==> config.mk <==
export PLATFORM = sky130hd
export DESIGN_NAME = disp_wr_queue
export DESIGN_NICKNAME = d
export VERILOG_FILES = /design/src/rtl/disp_wr_queue_pkg.sv /design/src/rtl/disp_wr_queue_fifo.sv /design/src/rtl/disp_wr_queue.sv
export SDC_FILE = /design/constraint.sdc
export NUM_CORES = 1
export LEC_CHECK = 0
export BUFFER_PORTS_ARGS = -buffer_cell sky130_fd_sc_hd__buf_2
export CAP_MARGIN = 0
export CORE_MARGIN = 2
export CORE_UTILIZATION = 56
export CTS_CLUSTER_DIAMETER = 60
export CTS_CLUSTER_SIZE = 30
export DETAILED_ROUTE_END_ITERATION = 16
export PLACE_DENSITY = 0.73
export SYNTH_ARGS = -nofsm -noshare
export SYNTH_HDL_FRONTEND = slang
export SYNTH_SLANG_ARGS = --single-unit
==> constraint.sdc <==
create_clock -name clk -period 5 [get_ports clk]
set_clock_uncertainty 0.1 [all_clocks]
set_input_delay 1 -clock clk [delete_from_list [all_inputs] [get_ports clk]]
set_output_delay 1 -clock clk [all_outputs]
set_load 0.005 [all_outputs]
==> src/rtl/disp_wr_queue_pkg.sv <==
// Shared display types: text-buffer address/word, write-request record and
// the write-queue state encoding.
package video_package;

    typedef logic [11:0] disp_addr_t;
    typedef logic [15:0] disp_data_t;

    typedef struct packed {
        disp_addr_t addr;
        disp_data_t data;
    } disp_wr_req_t;

    typedef enum logic [1:0] {
        WQ_IDLE  = 2'd0,
        WQ_CLEAR = 2'd1
    } wq_state_t;

    localparam int unsigned DISP_TEXT_COLS = 80;
    localparam int unsigned DISP_TEXT_ROWS = 30;

endpackage

==> src/rtl/disp_wr_queue_fifo.sv <==
// Show-ahead synchronous FIFO: the head entry is visible on data_o while not
// empty, and a pop on a full FIFO frees the slot for a same-cycle push.
module disp_wr_fifo #(
    parameter int unsigned DEPTH = 16,
    parameter int unsigned WIDTH = 28
) (
    input  logic                     clk,
    input  logic                     rst,
    input  logic                     push_i,
    input  logic                     pop_i,
    input  logic [WIDTH-1:0]         data_i,
    output logic [WIDTH-1:0]         data_o,
    output logic [$clog2(DEPTH):0]   level_o,
    output logic                     full_o,
    output logic                     empty_o
);
    localparam int unsigned AW = $clog2(DEPTH);
    localparam logic [AW:0] FULL_CNT = (AW+1)'(DEPTH);

    logic [WIDTH-1:0] mem_q [DEPTH];
    logic [AW-1:0]    rd_ptr_q, wr_ptr_q;
    logic [AW:0]      count_q;
    logic             do_push, do_pop;

    always_comb begin
        empty_o = (count_q == '0);
        full_o  = (count_q == FULL_CNT);
        do_pop  = pop_i && !empty_o;
        do_push = push_i && (!full_o || do_pop);
        data_o  = mem_q[rd_ptr_q];
        level_o = count_q;
    end

    always_ff @(posedge clk or posedge rst) begin
        if (rst) begin
            rd_ptr_q <= '0;
            wr_ptr_q <= '0;
            count_q  <= '0;
        end else begin
            if (do_pop)  rd_ptr_q <= rd_ptr_q + AW'(1);
            if (do_push) wr_ptr_q <= wr_ptr_q + AW'(1);
            case ({do_push, do_pop})
                2'b10:   count_q <= count_q + (AW+1)'(1);
                2'b01:   count_q <= count_q - (AW+1)'(1);
                default: count_q <= count_q;
            endcase
        end
    end

    // Storage is not reset; entries are only read after being written.
    always_ff @(posedge clk) begin
        if (do_push) mem_q[wr_ptr_q] <= data_i;
    end

endmodule

==> src/rtl/disp_wr_queue.sv <==
// Display-RAM write queue: buffers producer writes and commits them in granted
// cycles; also runs a hardware clear that fills the whole text buffer.
module disp_wr_queue
    import video_package::*;
#(
    parameter int unsigned FIFO_DEPTH  = 16,
    parameter int unsigned CLEAR_WORDS = DISP_TEXT_COLS * DISP_TEXT_ROWS
) (
    input  logic                          clk,
    input  logic                          reset,
    input  logic                          wr_en_i,
    input  disp_addr_t                    wr_addr_i,
    input  disp_data_t                    wr_data_i,
    input  logic                          clear_i,
    input  disp_data_t                    clear_data_i,
    input  logic                          mem_grant_i,
    output logic                          mem_wr_en_o,
    output disp_addr_t                    mem_addr_o,
    output disp_data_t                    mem_data_o,
    output logic                          busy_o,
    output logic [$clog2(FIFO_DEPTH):0]   level_o,
    output logic                          overflow_o,
    input  logic                          overflow_clr_i
);
    localparam disp_addr_t CLEAR_LAST = disp_addr_t'(CLEAR_WORDS - 1);

    wq_state_t    state_q;
    disp_addr_t   clr_cnt_q;
    disp_data_t   clr_fill_q;
    logic         mem_wr_en_q;
    disp_addr_t   mem_addr_q;
    disp_data_t   mem_data_q;
    logic         overflow_q;

    disp_wr_req_t head;
    logic         fifo_full, fifo_empty;
    logic         pop, push, drop;

    disp_wr_fifo #(
        .DEPTH (FIFO_DEPTH),
        .WIDTH ($bits(disp_wr_req_t))
    ) u_fifo (
        .clk     (clk),
        .rst     (reset),
        .push_i  (push),
        .pop_i   (pop),
        .data_i  ({wr_addr_i, wr_data_i}),
        .data_o  (head),
        .level_o (level_o),
        .full_o  (fifo_full),
        .empty_o (fifo_empty)
    );

    // A clear request wins over draining; a pop frees room for a same-cycle push.
    always_comb begin
        pop  = (state_q == WQ_IDLE) && !clear_i && mem_grant_i && !fifo_empty;
        push = wr_en_i && (!fifo_full || pop);
        drop = wr_en_i && !push;
    end

    always_ff @(posedge clk or posedge reset) begin
        if (reset) begin
            state_q     <= WQ_IDLE;
            clr_cnt_q   <= '0;
            clr_fill_q  <= '0;
            mem_wr_en_q <= 1'b0;
            mem_addr_q  <= '0;
            mem_data_q  <= '0;
            overflow_q  <= 1'b0;
        end else begin
            mem_wr_en_q <= 1'b0;
            overflow_q  <= drop | (overflow_q & ~overflow_clr_i);
            case (state_q)
                WQ_IDLE: begin
                    if (clear_i) begin
                        state_q    <= WQ_CLEAR;
                        clr_cnt_q  <= '0;
                        clr_fill_q <= clear_data_i;
                    end else if (pop) begin
                        mem_wr_en_q <= 1'b1;
                        mem_addr_q  <= head.addr;
                        mem_data_q  <= head.data;
                    end
                end
                WQ_CLEAR: begin
                    if (clear_i) begin
                        clr_cnt_q  <= '0;
                        clr_fill_q <= clear_data_i;
                    end else if (mem_grant_i) begin
                        mem_wr_en_q <= 1'b1;
                        mem_addr_q  <= clr_cnt_q;
                        mem_data_q  <= clr_fill_q;
                        if (clr_cnt_q == CLEAR_LAST) state_q <= WQ_IDLE;
                        else clr_cnt_q <= clr_cnt_q + disp_addr_t'(1);
                    end
                end
                default: state_q <= WQ_IDLE;
            endcase
        end
    end

    assign mem_wr_en_o = mem_wr_en_q;
    assign mem_addr_o  = mem_addr_q;
    assign mem_data_o  = mem_data_q;
    assign overflow_o  = overflow_q;
    assign busy_o      = (state_q == WQ_CLEAR);

endmodule
==> flow_summary.ini <==
[critical_path]
critPathKind = input pin to flip-flop
arrival_ns = 3.75
crit_chain = buf_2 -> inv_1 -> ha_1 -> nand2_1 -> a31oi_2 -> inv_1 -> ha_1 -> ha_1 -> nor2b_1 -> o21ai_0 -> a21oi_1 -> nor3_1 -> xor2_1
cp-start-kind = input pin
crit_top_cell = ha_1
cp.required_ns = 5.34
cp_slowest_cell = a31oi_2
cp_max_fo = 9
endpoint_kind = flip-flop
crit_buf_inv = 3
cpPeakStageDelay_ns = 0.56
crit_family = adder cells

[layout]
seqCellArea_um2 = 15300
multi_input_area_um2 = 4960
antenna_cells = 0
fill_cells = 2541
num-nets-final = 1277
layout-drive-gt1-share_pct = 22.7
area_growth_pct = 11.3

[clock_tree]
cts_resized = 0
cts_tree = done
clk_pin_slew_ns = 0.08
clock_path_buffers = 3
insertion_delay_ns = 0.53
ctsHoldBuffers = 0
clock-sinks = 520
cts_setup_buffers = 0
htreeDepth = 2
cts_root_buf = clkbuf_16
tritoncts.num_buffers = 34

[detailed_routing]
wirelength_um = 43600
via_per_inst = 6.24
drc = 0
drt-initial-drc-count = 1005
wire_per_inst_um = 25.6
dr.pass1.iters = 5
postRouteAntennaNets = 0
vias = 10600

[sta]
holdWs_ns = 0.399
setup_violations = 0
fin_crit_sh_pct = 68.2
slew_headroom_pct = 39.5
hold_viol = 0
drv_slew = 0
rsz0062_at_grt = no
worstMarginPinSlew_ns = 0.908
max_freq_mhz = 293
tns_ns = 0
period_minus_slack_ns = 3.41

[global_routing]
track_usage_pct = 23.3
grt_overflow = 0
grt_max_degree = 64
first_global_vias = 10900
grt_pass1_wl_um = 66000
antenna_found_initial = 0

[pwr]
switching_share_pct = 24.9
p_clk_share_pct = 32.9
p_int_mw = 7.21
combPwrFrac_pct = 11.1
power-per-cell-area_nw_per_um2 = 420
power.switching_mw = 2.39
p_leak_nw = 7.40
peakVddDrop_v = 0.000282
power_frac_seq_pct = 56.0

[synthesis]
synthAdderAreaFrac_pct = 0.951
syn_avg_cell_area_um2 = 18.3
synth.top_cell.area_share_pct = 65.6
synth_compound_area_share_pct = 6.51
ys_seq_area_share_pct = 74.3
syn_area_um2 = 20500
synth_cell_types = 47
yosys.area_share.xor_xnor_pct = 0.683
syn_inst = 1123
muxShareOfSynthArea_pct = 12.6
synth-main-ff-cell = edfxtp_1
ys_ff_latch = 520
synth_common_cells = 448 x edfxtp_1, 114 x mux2i_1, 72 x dfrtp_1
synth-edff-count = 448
synth.area.top_cells = edfxtp_1 66%, dfrtp_1 8.8%, mux4_2 6.1%
yosysWarnings = 0
ys_async_sr_fraction_pct = 13.8
synth_top_family_by_area = multiplexers
synthSimpleGateAreaFrac_pct = 2.79
yosysMostFrequentCell = edfxtp_1
synth_top_area_cell = edfxtp_1
syn-num-nets = 1188

[outcome]
outcome = finished, final reports clean

[floorplan]
die_h_um = 195
die_area_um2 = 38200
rows = 70
core_um2 = 36300
io_pins = 86
die-width_um = 195
initial_core_util_pct = 56.5

[placement]
io_buffers = 85
gp_congestion = 0.843
place_hpwl_um = 26100

[job]
cap_violations = 0

[min_path]
holdCritPathClass = flip-flop to flip-flop
-- cells in the final DEF, fill, tap and decap left out, drive strengths merged, types with 19 or more instances in the layout --
master,n
a21oi,32
a22oi,56
mux2i,114
o21a,28
inv,19
dfrtp,72
mux4,56
o311ai,28
nor2,27
nand2,45
edfxtp,448
buf,119
o22ai,28
clkbuf,40
-- path summary, 6_finish.rpt --
| check | start | to | slack [ns] | depth (start not counted) |
|---|---|---|---|---|
| min in group asynchronous | reset | clr_fill_q[1] | 0.52 | 2 |
| setup / recovery | clear_i | u_fifo.level_o[4] | 1.59 | 13 |
| hold / removal | mem_data_o[0] | mem_data_o[0] | 0.40 | 1 |
| setup reg to reg | state_q[0] | u_fifo.level_o[4] | 1.64 | 12 |
| max in group asynchronous | reset | state_q[0] | 3.34 | 3 |
| hold reg to reg | mem_data_o[0] | mem_data_o[0] | 0.40 | 1 |
-- layer usage --
metal,track usage (%),vias to the layer above,share of wire [%]
met5,0,-,0
met3,4.23,70,7.5
met4,6.45,0,2.4
met1,34.0,5511,43
met2,36.5,392,47
li1,-,4675,-
-- worst register-to-register path: stages (launching register included) --
cell,delay (ns)
dfrtp_2,0.41
inv_1,0.18
ha_1,0.33
nand2_1,0.15
a31oi_2,0.56
inv_1,0.09
ha_1,0.25
ha_1,0.33
nor2b_1,0.14
o21ai_0,0.20
a21oi_1,0.10
nor3_1,0.25
xor2_1,0.19
-- stage by stage --
| step | setup WS (ns) | total power [mW] | util (%) | cell area, um2 | std cells |
|---|---|---|---|---|---|
| after global routing | 1.34 | 9.94 | 62.8 | 22800 | 1706 |
| after detailed placement | 1.14 | 6.55 | 59.3 | 21600 | 1644 |
| after global placement | 1.17 | 6.50 | 59.3 | 21600 | 1644 |
| final | 1.59 | 9.60 | 62.8 | 22800 | 1706 |
| after CTS | 1.63 | 9.67 | 62.8 | 22800 | 1706 |
| after floorplan | 0.224 | 6.06 | - | 20500 | 1123 |
-- area by class of cell --
| class | instances | share of cell area [%] |
|---|---|---|
| well taps | 468 | 2.57 |
| clock inverters | 22 | 1.39 |
| flip-flops and latches | 520 | 66.9 |
| repair buffers | 119 | 3.09 |
| inverters | 12 | 0.203 |
| clock buffers | 40 | 4.15 |
| multi-input cells | 525 | 21.7 |
-- power groups by stage --
stage / Sequential [mW] / Clock, mW / Combinational (mW)
2_1_floorplan: 5.39 / 0 / 0.669
3_3_place_gp: 5.45 / 0 / 1.04
3_5_place_dp: 5.47 / 0 / 1.07
4_1_cts: 5.38 / 3.21 / 1.08
5_1_grt: 5.42 / 3.36 / 1.16
6_report: 5.38 / 3.15 / 1.07
-- kinds of logic after synthesis --
kind of cell,Yosys count
flip-flops,520
AND/OR/NAND/NOR,116
AO/OA/AOI/OAI,191
adder cells (fa/ha/maj),15
XOR/XNOR,16
buffers and inverters,78
multiplexers,187
-- state kept, by name, summed over array words and instances (netlist names) --
register         flops
u_fifo.wr_ptr_q      4
mem_addr_o          12
state_q              1
u_fifo.rd_ptr_q      4
u_fifo.level_o       5
mem_data_o          16
overflow_o           1
clr_fill_q          16
clr_cnt_q           12
u_fifo.mem_q       448
mem_wr_en_o          1
Note: power is estimated with default switching activity, not from simulation.
